===== config.mk =====
export PLATFORM = sky130hd
export DESIGN_NAME = sort_loader_flat
export DESIGN_NICKNAME = d
export VERILOG_FILES = /design/src/rtl/sort_loader_pkg.sv /design/src/rtl/sort_loader_if.sv /design/src/rtl/sort_loader_wport_mux.sv /design/src/rtl/sort_loader.sv /design/src/flat_wrapper.sv
export SDC_FILE = /design/constraint.sdc
export NUM_CORES = 1
export LEC_CHECK = 0
export ABC_AREA = 1
export BUFFER_PORTS_ARGS = -buffer_cell sky130_fd_sc_hd__buf_4
export CORE_ASPECT_RATIO = 0.8
export CORE_MARGIN = 3
export CORE_UTILIZATION = 28
export DETAILED_ROUTE_END_ITERATION = 6
export PLACE_DENSITY_LB_ADDON = 0.12
export SYNTH_ARGS = -nofsm -noshare
export SYNTH_HDL_FRONTEND = slang
export SYNTH_SLANG_ARGS = --single-unit

===== constraint.sdc =====
create_clock -name clk -period 1.52 [get_ports clk]
set_clock_uncertainty 0.05 [all_clocks]
set_input_delay 0.076 -clock clk [delete_from_list [all_inputs] [get_ports clk]]
set_output_delay 0.076 -clock clk [all_outputs]
set_load 0.01 [all_outputs]

===== src/rtl/sort_loader_pkg.sv =====
`default_nettype none
// +--------------------------------------------------------------------------+
// | sort_loader_pkg: state encodings and length-address helper for the       |
// | bubble-sort loader and core.                      Rev 1.0                |
// +--------------------------------------------------------------------------+
package sort_loader_pkg;

  localparam int DATA_W_DEF = 32;
  localparam int ADDR_W_DEF = 10;

  typedef enum logic [2:0] {
    ST_IDLE = 3'd0,
    ST_LOAD = 3'd1,
    ST_LEN  = 3'd2,
    ST_SORT = 3'd3,
    ST_DONE = 3'd4
  } state_t;

  // The top RAM word holds the array length; data lives below it.
  function automatic int len_addr_of(input int addr_w);
    return (1 << addr_w) - 1;
  endfunction

endpackage
`default_nettype wire


===== src/rtl/sort_loader_if.sv =====
`default_nettype none
// +--------------------------------------------------------------------------+
// | sort_loader_if: input stream, sort-core control/write port and RAM       |
// | write port of the loader.                         Rev 1.0                |
// +--------------------------------------------------------------------------+
interface sort_loader_if
  import sort_loader_pkg::*;
#(
  parameter int DATA_W = DATA_W_DEF,
  parameter int ADDR_W = ADDR_W_DEF
) ();

  logic              in_valid;
  logic              in_ready;
  logic [DATA_W-1:0] in_data;
  logic              in_last;

  logic              sort_rst;
  logic              sort_start;
  logic              sort_finish;
  logic [ADDR_W-1:0] sort_waddr;
  logic [DATA_W-1:0] sort_wdata;
  logic              sort_wen;

  logic [ADDR_W-1:0] mem_waddr;
  logic [DATA_W-1:0] mem_wdata;
  logic              mem_wen;

  modport slave (
    input  in_valid, in_data, in_last,
    input  sort_finish, sort_waddr, sort_wdata, sort_wen,
    output in_ready, sort_rst, sort_start,
    output mem_waddr, mem_wdata, mem_wen
  );

  modport master (
    output in_valid, in_data, in_last,
    output sort_finish, sort_waddr, sort_wdata, sort_wen,
    input  in_ready, sort_rst, sort_start,
    input  mem_waddr, mem_wdata, mem_wen
  );

endinterface
`default_nettype wire


===== src/rtl/sort_loader_wport_mux.sv =====
`default_nettype none
// +--------------------------------------------------------------------------+
// | sort_wport_mux: RAM write-port mux between loader and sort core, with a  |
// | registered select so the core path is glitch-free.  Rev 1.0             |
// +--------------------------------------------------------------------------+
module sort_wport_mux
  import sort_loader_pkg::*;
#(
  parameter int DATA_W = DATA_W_DEF,
  parameter int ADDR_W = ADDR_W_DEF
) (
  input  logic              clk,
  input  logic              rst,
  input  logic              sel_core_next,
  input  logic [ADDR_W-1:0] ld_waddr,
  input  logic [DATA_W-1:0] ld_wdata,
  input  logic              ld_wen,
  input  logic [ADDR_W-1:0] core_waddr,
  input  logic [DATA_W-1:0] core_wdata,
  input  logic              core_wen,
  output logic [ADDR_W-1:0] mem_waddr,
  output logic [DATA_W-1:0] mem_wdata,
  output logic              mem_wen
);

  logic r_sel_core;

  always_ff @(posedge clk) begin
    if (rst) begin
      r_sel_core <= 1'b0;
    end else begin
      r_sel_core <= sel_core_next;
    end
  end

  assign mem_waddr = r_sel_core ? core_waddr : ld_waddr;
  assign mem_wdata = r_sel_core ? core_wdata : ld_wdata;
  assign mem_wen   = r_sel_core ? core_wen   : ld_wen;

endmodule
`default_nettype wire


===== src/rtl/sort_loader.sv =====
`default_nettype none
// +--------------------------------------------------------------------------+
// | sort_loader: streams words into the sort RAM, writes the length word,    |
// | then runs the sort core until Finish.             Rev 1.0                |
// +--------------------------------------------------------------------------+
module sort_loader
  import sort_loader_pkg::*;
#(
  parameter int DATA_W   = DATA_W_DEF,
  parameter int ADDR_W   = ADDR_W_DEF,
  parameter int LEN_ADDR = len_addr_of(ADDR_W)
) (
  input  logic           clk,
  input  logic           rst,
  input  logic           load_req,
  sort_loader_if.slave   bus,
  output logic           busy,
  output logic           done,
  output logic           overflow
);

  localparam logic [ADDR_W-1:0] c_len_addr  = ADDR_W'(LEN_ADDR);
  localparam logic [ADDR_W-1:0] c_last_data = ADDR_W'(LEN_ADDR - 1);
  localparam logic [ADDR_W-1:0] c_min_sort  = ADDR_W'(2);

  state_t            r_state;
  state_t            w_state_next;
  logic [ADDR_W-1:0] r_cnt;
  logic [ADDR_W-1:0] w_cnt_next;
  logic              r_overflow;
  logic              w_overflow_next;

  logic              w_in_ready;
  logic              w_sort_rst;
  logic              w_sort_start;
  logic              w_done;
  logic              w_ld_wen;
  logic [ADDR_W-1:0] w_ld_waddr;
  logic [DATA_W-1:0] w_ld_wdata;

  always_ff @(posedge clk) begin
    if (rst) begin
      r_state    <= ST_IDLE;
      r_cnt      <= '0;
      r_overflow <= 1'b0;
    end else begin
      r_state    <= w_state_next;
      r_cnt      <= w_cnt_next;
      r_overflow <= w_overflow_next;
    end
  end

  always_comb begin
    w_state_next    = r_state;
    w_cnt_next      = r_cnt;
    w_overflow_next = r_overflow;
    w_in_ready      = 1'b0;
    w_sort_rst      = 1'b1;
    w_sort_start    = 1'b0;
    w_done          = 1'b0;
    w_ld_wen        = 1'b0;
    w_ld_waddr      = r_cnt;
    w_ld_wdata      = bus.in_data;

    case (r_state)
      ST_IDLE: begin
        if (load_req) begin
          w_cnt_next      = '0;
          w_overflow_next = 1'b0;
          w_state_next    = ST_LOAD;
        end
      end
      ST_LOAD: begin
        w_in_ready = 1'b1;
        if (bus.in_valid) begin
          w_ld_wen   = 1'b1;
          w_cnt_next = r_cnt + 1'b1;
          if (bus.in_last) begin
            w_state_next = ST_LEN;
          end else if (r_cnt == c_last_data) begin
            // Data region is full: truncate the stream here.
            w_overflow_next = 1'b1;
            w_state_next    = ST_LEN;
          end
        end
      end
      ST_LEN: begin
        w_ld_wen     = 1'b1;
        w_ld_waddr   = c_len_addr;
        w_ld_wdata   = DATA_W'(r_cnt);
        // The core cannot handle fewer than two elements, and they are sorted anyway.
        w_state_next = (r_cnt < c_min_sort) ? ST_DONE : ST_SORT;
      end
      ST_SORT: begin
        w_sort_rst   = 1'b0;
        w_sort_start = 1'b1;
        if (bus.sort_finish) begin
          w_state_next = ST_DONE;
        end
      end
      ST_DONE: begin
        w_done       = 1'b1;
        w_state_next = ST_IDLE;
      end
      default: begin
        w_state_next = ST_IDLE;
      end
    endcase
  end

  assign bus.in_ready   = w_in_ready;
  assign bus.sort_rst   = w_sort_rst;
  assign bus.sort_start = w_sort_start;
  assign busy           = (r_state != ST_IDLE);
  assign done           = w_done;
  assign overflow       = r_overflow;

  sort_wport_mux #(
    .DATA_W (DATA_W),
    .ADDR_W (ADDR_W)
  ) u_wport_mux (
    .clk           (clk),
    .rst           (rst),
    .sel_core_next (w_state_next == ST_SORT),
    .ld_waddr      (w_ld_waddr),
    .ld_wdata      (w_ld_wdata),
    .ld_wen        (w_ld_wen),
    .core_waddr    (bus.sort_waddr),
    .core_wdata    (bus.sort_wdata),
    .core_wen      (bus.sort_wen),
    .mem_waddr     (bus.mem_waddr),
    .mem_wdata     (bus.mem_wdata),
    .mem_wen       (bus.mem_wen)
  );

endmodule
`default_nettype wire

===== src/flat_wrapper.sv =====
// flat-port wrapper written by rule: the top's interface ports become plain ports
module sort_loader_flat import sort_loader_pkg::*;
#(
  parameter int DATA_W   = DATA_W_DEF,
  parameter int ADDR_W   = ADDR_W_DEF,
  parameter int LEN_ADDR = len_addr_of(ADDR_W)
)
  (clk, rst, load_req, busy, done, overflow, bus_in_valid, bus_in_data, bus_in_last, bus_sort_finish, bus_sort_waddr, bus_sort_wdata, bus_sort_wen, bus_in_ready, bus_sort_rst, bus_sort_start, bus_mem_waddr, bus_mem_wdata, bus_mem_wen);
  sort_loader_if #(.DATA_W(DATA_W), .ADDR_W(ADDR_W)) bus_i ();
  input  logic clk;
  input  logic rst;
  input  logic load_req;
  output logic busy;
  output logic done;
  output logic overflow;
  input wire logic [$bits(bus_i.in_valid)-1:0] bus_in_valid;
  input wire logic [$bits(bus_i.in_data)-1:0] bus_in_data;
  input wire logic [$bits(bus_i.in_last)-1:0] bus_in_last;
  input wire logic [$bits(bus_i.sort_finish)-1:0] bus_sort_finish;
  input wire logic [$bits(bus_i.sort_waddr)-1:0] bus_sort_waddr;
  input wire logic [$bits(bus_i.sort_wdata)-1:0] bus_sort_wdata;
  input wire logic [$bits(bus_i.sort_wen)-1:0] bus_sort_wen;
  output wire logic [$bits(bus_i.in_ready)-1:0] bus_in_ready;
  output wire logic [$bits(bus_i.sort_rst)-1:0] bus_sort_rst;
  output wire logic [$bits(bus_i.sort_start)-1:0] bus_sort_start;
  output wire logic [$bits(bus_i.mem_waddr)-1:0] bus_mem_waddr;
  output wire logic [$bits(bus_i.mem_wdata)-1:0] bus_mem_wdata;
  output wire logic [$bits(bus_i.mem_wen)-1:0] bus_mem_wen;
  assign bus_i.in_valid = bus_in_valid;
  assign bus_i.in_data = bus_in_data;
  assign bus_i.in_last = bus_in_last;
  assign bus_i.sort_finish = bus_sort_finish;
  assign bus_i.sort_waddr = bus_sort_waddr;
  assign bus_i.sort_wdata = bus_sort_wdata;
  assign bus_i.sort_wen = bus_sort_wen;
  assign bus_in_ready = bus_i.in_ready;
  assign bus_sort_rst = bus_i.sort_rst;
  assign bus_sort_start = bus_i.sort_start;
  assign bus_mem_waddr = bus_i.mem_waddr;
  assign bus_mem_wdata = bus_i.mem_wdata;
  assign bus_mem_wen = bus_i.mem_wen;
  sort_loader #(.DATA_W(DATA_W), .ADDR_W(ADDR_W), .LEN_ADDR(LEN_ADDR)) u_core (.clk(clk), .rst(rst), .load_req(load_req), .bus(bus_i), .busy(busy), .done(done), .overflow(overflow));
endmodule

# After elaboration in Yosys (flattened, before gate mapping)
# Index checks and enable logic that the tools add are counted.
dict set report op_classes {
  n_addsub 1
  mul 0
  div_mod_pow 0
  magnitude_cmp 1
  eq_ne 10
  n_shift 0
  n_mux 26
  n_bitwise 0
  n_reduce_logical 5
}
# cell count
set ops {}
lappend ops {{$mux W32} 2}
lappend ops {{$mux W10} 4}
lappend ops {{$pmux W10 S2} 1}
lappend ops {{$mux W3} 6}
lappend ops {{$pmux W3 S4} 1}
lappend ops {{$add A10 B1 Y10 const B} 1}
lappend ops {{$eq A10 B10 Y1 const B} 1}
lappend ops {{$lt A10 B2 Y1 const B} 1}
lappend ops {{$mux W1} 10}
lappend ops {{$eq A3 B2 Y1 const B} 3}
lappend ops {{$ne A2 B2 Y1 const B} 3}
lappend ops {{$reduce_and A5 Y1} 1}
lappend ops {{$pmux W1 S2} 2}
lappend ops {{$eq A3 B1 Y1 const B} 1}
lappend ops {{$eq A3 B3 Y1 const B} 1}
lappend ops {{$logic_not A3 Y1} 1}
lappend ops {{$reduce_and A3 Y1} 1}
lappend ops {{$reduce_bool A3 Y1} 1}
lappend ops {{$ne A2 B1 Y1 const B} 1}
lappend ops {{$reduce_bool A2 Y1} 1}
dict set report totals {
  reg_bits 15
  latch_bits 0
  ram_bits 0
  rom_bits 0
  in_bits 81
  n_memories 0
}

# Longest topological paths before layout
dict set report logic_depth {
  ltp_word 6
  mapped_depth 9
}

# Modules after synthesis
# From an unflattened synthesis, not the netlist that was laid out.
dict set report hier_totals {
  hier_cells 362
  hier_area_um2 1801.7
}
# module instances cells_each area_per_inst_um2 seq_area_each_um2
set by_module_without_submodules {}
lappend by_module_without_submodules {sort_loader 1 220 1194.9 280.3}
lappend by_module_without_submodules {sort_wport_mux 1 142 606.8 20.0}

# Worst setup path before layout
# Ideal clock, no wire load.
dict set report synth_timing {
  path_kind {register -> register}
  from {register u_core.r_state[0]}
  to {register u_core.r_state[0]}
  setup_ps 64
  arrival_ps 1133
  required_time_ps 1406
  path_slack_ps 273
  stages_incl_launch_ff 8
  n_path_buf 0
  period_less_slack_ps 1247
  cell_sequence {dfxtp_1 nand2_1 nor2_2 inv_2 or2_4 nand3_1 nor2_1 nor2_1}
}
dict set report synth_between {
  elab_chain_len 4
}
# item line
set synth_rtl {}
lappend synth_rtl {{start, declared} sort_loader.sv:26} ;# state_t r_state;
lappend synth_rtl {{start signal, assigned} sort_loader.sv:47} ;# r_state <= w_state_next;
lappend synth_rtl {{$mux W3} sort_loader.sv:80} ;# end else if (r_cnt == c_last_data) begin
lappend synth_rtl {{$mux W3} sort_loader.sv:78} ;# if (bus.in_last) begin
lappend synth_rtl {{$mux W3} sort_loader.sv:75} ;# if (bus.in_valid) begin
lappend synth_rtl {{$pmux W3 S4 (*)} sort_loader.sv:65} ;# case (r_state)
# Mark *: on every way between the ends. The rest lies on a longest branch, timed or not.
# A chain may end at the register's enable or synchronous reset.

# Final worst setup path
dict set report layout_timing {
  from {register u_core.r_state[2]}
  to {output bus_mem_wdata[25]}
}
dict set report layout_between {
  elab_chain_len 3
}
# item line
set layout_rtl {}
lappend layout_rtl {{$eq A3 B2 Y1} sort_loader.sv:65}
lappend layout_rtl {{$mux W32} sort_loader.sv:65}
lappend layout_rtl {{$mux W32} sort_loader_wport_mux.sv:37} ;# assign mem_wdata = r_sel_core ? core_wdata : ld_wdata;
lappend layout_rtl {{end, declared} flat_wrapper.sv:27} ;# output wire logic [$bits(bus_i.mem_wdata)-1:0] bus_mem_wdata;
# No other way between the ends.

==> results.md <==
Worst setup path:
- At the worst endpoint, the arrival time is 1.38 ns.
- In this run the critical register-to-register path is launched from u_core.r_state[2].
- STA classifies the critical path endpoint as a primary output.
- In this run the worst path has a maximum fanout of 17.
- The buffering stage count on the worst path with inverters included is 3.
- The largest individual stage delay along the critical path comes from the cell sky130_fd_sc_hd__dfxtp_2.
- The critical path goes through nor2_4, nand2_2, inv_4, nor2_4, buf_12, a22o_1, buf_6.
- The cell occurring most often along the worst timing path is sky130_fd_sc_hd__nor2_4.
- The largest delay contributor family on the critical path is buffers and inverters.
- The path type of the worst setup path is reg2out.
- The critical path launch point type is a register.
- STA puts the critical path data required time at 1.39 ns.
- In this design, the stage delay of the slowest critical-path cell is 0.33 ns.
- The most critical setup path has its startpoint at u_core.r_state[2].

Global route:
- The initial antenna violation count is 0.
- Across every metal layer, demand over resource in global routing totals 0.191.
- The number of global-route vias before repair is 1935.
- The first-pass GRT wire length is 9320 um.
- After global routing the overflow that remains totals 0.
- The maximum number of pins on one net before global-route repair is 28.

Yosys:
- The sequential area share after synthesis is 0.216.
- The number of enable flip-flop cells after synthesis is 0.
- Averaged over all synthesized cells, the footprint is 6.12 sq um.
- By area the synthesized netlist is led by sky130_fd_sc_hd__dfxtp_1 (22%), sky130_fd_sc_hd__a22o_1 (14%), sky130_fd_sc_hd__nand2_1 (13%).
- The share of Yosys cell area claimed by the top area cell type is 0.216.
- sky130_fd_sc_hd__dfxtp_1 takes more of the synthesized area than any other cell.
- Counting every net in the synthesized netlist gives 310.
- The mapped netlist covers 0.00139 sq mm.
- The share of async-settable or async-resettable flops after synthesis is 0.
- The number of unique standard cell types used by synthesis is 27.
- The number of warnings issued by yosys is 0.
- The cell count after synthesis came out at 227.
- In the synthesized netlist the dominant register cell turns out to be sky130_fd_sc_hd__dfxtp_1.
- The flip-flop and latch count after synthesis is 15.

Finish:
- Of the cells placed in the final design, the portion with a size suffix greater than 1 is 0.501.
- The net count reported at finish is 459.
- The count of filler cells inserted in the layout is 443.
- The repair_antennas step left the layout with diodes totalling 0.
- With fillers left out, the area of the finished cells amounts to 0.00283 sq mm.
- The area added between synthesis and finish is 104%.
- For this run, the share of the core covered by cells in the final layout is 0.605.
- The non-filler instance count after layout is 435.

Pwr:
- The design draws 1.39 mW.
- The static power due to leakage is 1.51 nW.
- The worst vdd rail ir drop is 413 uV.
- Dividing total power by cell area gives a power density of 490 mW/mm^2.

Floorplanning:
- The x dimension of the die is 84.8 um.
- In this run the vertical extent of the chip is 69.0 um.
- The starting density of the core is 0.297.
- The floorplan has 22 rows.
- The die covers 0.00585 sq mm.
- 130 I/O pins were placed.
- The placeable core region is 0.00468 sq mm.

Run:
- The number of max-cap violations is 0.

Place:
- The instance area after placement is 0.00247 sq mm.
- The count of buffers added on input and output ports is 129.
- The global placer's final weighted congestion is 0.837.
- The wire-length estimate of the detail-placed layout is 4760 um.
- The total placed cells including tap cells is 416.

Route:
- For this block, the initial DRC count from the detailed router was 93.
- The count of nets left with antenna violations after detail routing is 0.
- The total vias in the final route is 2112.
- Dividing the detail-routed wire length by the instance count gives 14.3 um.
- The vias per cell is 4.86.
- For this run, design rule violations remaining after detail routing come to 0.
- Wires add up to 6230 um.
- The total iterations of the first detailed-routing run is 5.

STA:
- Setup repair after global routing could not meet its margin everywhere.
- The worst slew margin relative to its limit is 0.826.
- The worst path in the final design needs a cycle of 1.51 ns, including I/O delays and setup.
- The hold violation total from the final report is 0.
- The top achievable clock speed is 0.664 GHz.
- The portion of the clock cycle consumed by the worst path in the final layout is 0.991.
- The pin slew with the least headroom to its limit is 0.261 ns.
- The max-slew violation count is 0.
- Setup violations remaining at the end of the flow were counted as 0.
- The worst hold slack after final layout is 0.0597 ns.

Min path:
- The min-delay analysis places its worst path in the category in2reg.
- The source of the worst hold timing path is bus_in_last.

CTS:
- Clock latency on the worst-skew pair, taken at its later pin, is 0.24 ns.
- The number of clock buffers inserted by TritonCTS is 3.
- The clock passes through at most 2 buffers.
- The clock transition at the registers of the reported paths is 0.06 ns.
- The total clock sinks is 15.
- The master cell of the clock root buffer is sky130_fd_sc_hd__clkbuf_8.
- CTS built an H-tree with a depth of 1.
- TritonCTS built the clock tree.

Run status:
- The flow ran to the end, and the final reports show no timing, DRC or antenna violations.
[area by class of cell]
cell class	count	area [sq um]	share of cell area
Sequential cell	15	309	0.109
Inverter	27	113	0.0398
Multi-Input combinational cell	175	1000	0.354
Timing Repair Buffer	154	1290	0.455
Clock buffer	4	45.0	0.0159
Tap cell	60	75.1	0.0265
[synth_stat cells, types with 2 or more instances]
cell                        n
sky130_fd_sc_hd__nand3_1    9
sky130_fd_sc_hd__nand2_2    2
sky130_fd_sc_hd__a31oi_1   10
sky130_fd_sc_hd__nand2_1   47
sky130_fd_sc_hd__o21ai_0    4
sky130_fd_sc_hd__dfxtp_1   15
sky130_fd_sc_hd__nand4_1    4
sky130_fd_sc_hd__nor2_1    40
sky130_fd_sc_hd__buf_2      3
sky130_fd_sc_hd__inv_1     25
sky130_fd_sc_hd__buf_4      2
sky130_fd_sc_hd__a21oi_1   21
sky130_fd_sc_hd__a22o_1    22
sky130_fd_sc_hd__ha_1       2
sky130_fd_sc_hd__inv_2      2
sky130_fd_sc_hd__clkbuf_1   5
sky130_fd_sc_hd__o21ai_1    2
sky130_fd_sc_hd__nor2_2     2
sky130_fd_sc_hd__nor3_1     2
[flip-flops by register name, summed over array words and instances (netlist names)]
name and flops:
u_core.r_cnt 10, u_core.r_state 3, u_core.overflow 1, u_core.u_wport_mux.r_sel_core 1
[cell families after synthesis]
group | share of synthesized area
compound gates | 0.292
fa+ha+maj | 0.0180
buf+inv | 0.116
flops | 0.216
simple gates | 0.358
[timing repair]
action                                 CTS  global route
pin swaps                                3             6
buffers inserted                         5             8
hold buffers                             1             0
resized for setup                       26            33
endpoints found under the hold margin    3             0
setup endpoints to repair               36            52
gates cloned                             1             1
[power breakdown]
part	leakage, nW	total, mW	switching [mW]	internal (mW)
combinational	1.37	0.641	0.256	0.385
sequential	0.124	0.424	0.0185	0.406
clock	0.0228	0.322	0.137	0.185
[cells in the final DEF, fill, tap and decap left out, types with 4 or more instances in the layout]
cell type | Yosys | routed
sky130_fd_sc_hd__dfxtp_1 | 15 | 10
sky130_fd_sc_hd__nand3_1 | 9 | 9
sky130_fd_sc_hd__dfxtp_2 | 0 | 4
sky130_fd_sc_hd__inv_1 | 25 | 20
sky130_fd_sc_hd__nor2_1 | 40 | 40
sky130_fd_sc_hd__a22o_1 | 22 | 22
sky130_fd_sc_hd__nand4_1 | 4 | 4
sky130_fd_sc_hd__nand2_1 | 47 | 45
sky130_fd_sc_hd__a21oi_2 | 0 | 7
sky130_fd_sc_hd__a21oi_1 | 21 | 14
sky130_fd_sc_hd__buf_4 | 2 | 123
sky130_fd_sc_hd__buf_6 | 1 | 28
sky130_fd_sc_hd__a31oi_1 | 10 | 9
[per-stage QoR]
| stage | TNS (ns) | worst slack [ns] |
|---|---|---|
| after floorplan | 0 | 0.273 |
| after global placement | -1.69 | -0.0639 |
| after detailed placement | -2.30 | -0.0874 |
| after CTS | -0.464 | -0.0292 |
| after global routing | -1.11 | -0.0544 |
| final | 0 | 0.0132 |
[path summary, 6_finish.rpt]
check,end,slack [ns],cells past startpoint
hold / removal,u_core.overflow,0.06,4
hold reg to reg,u_core.overflow,0.41,2
setup reg to reg,u_core.r_cnt[0],0.07,9
setup / recovery,bus_mem_wdata[25],0.01,7
[routing by layer]
metal	vias to the layer above	share of wire	GRT usage	wire, um
li1	1069	-	-	-
met1	950	0.44	0.267	2740
met2	87	0.48	0.308	2970
met3	6	0.073	0.0335	452
met4	0	0.010	0.0387	65
met5	-	0	0	0
[tightest hold or removal path, cell delays in order]
cell and delay, ns:
sky130_fd_sc_hd__buf_4 0.08, sky130_fd_sc_hd__nor2_1 0.04, sky130_fd_sc_hd__nand2_1 0.05, sky130_fd_sc_hd__a21oi_1 0.06
(Power assumes the default switching activity.)
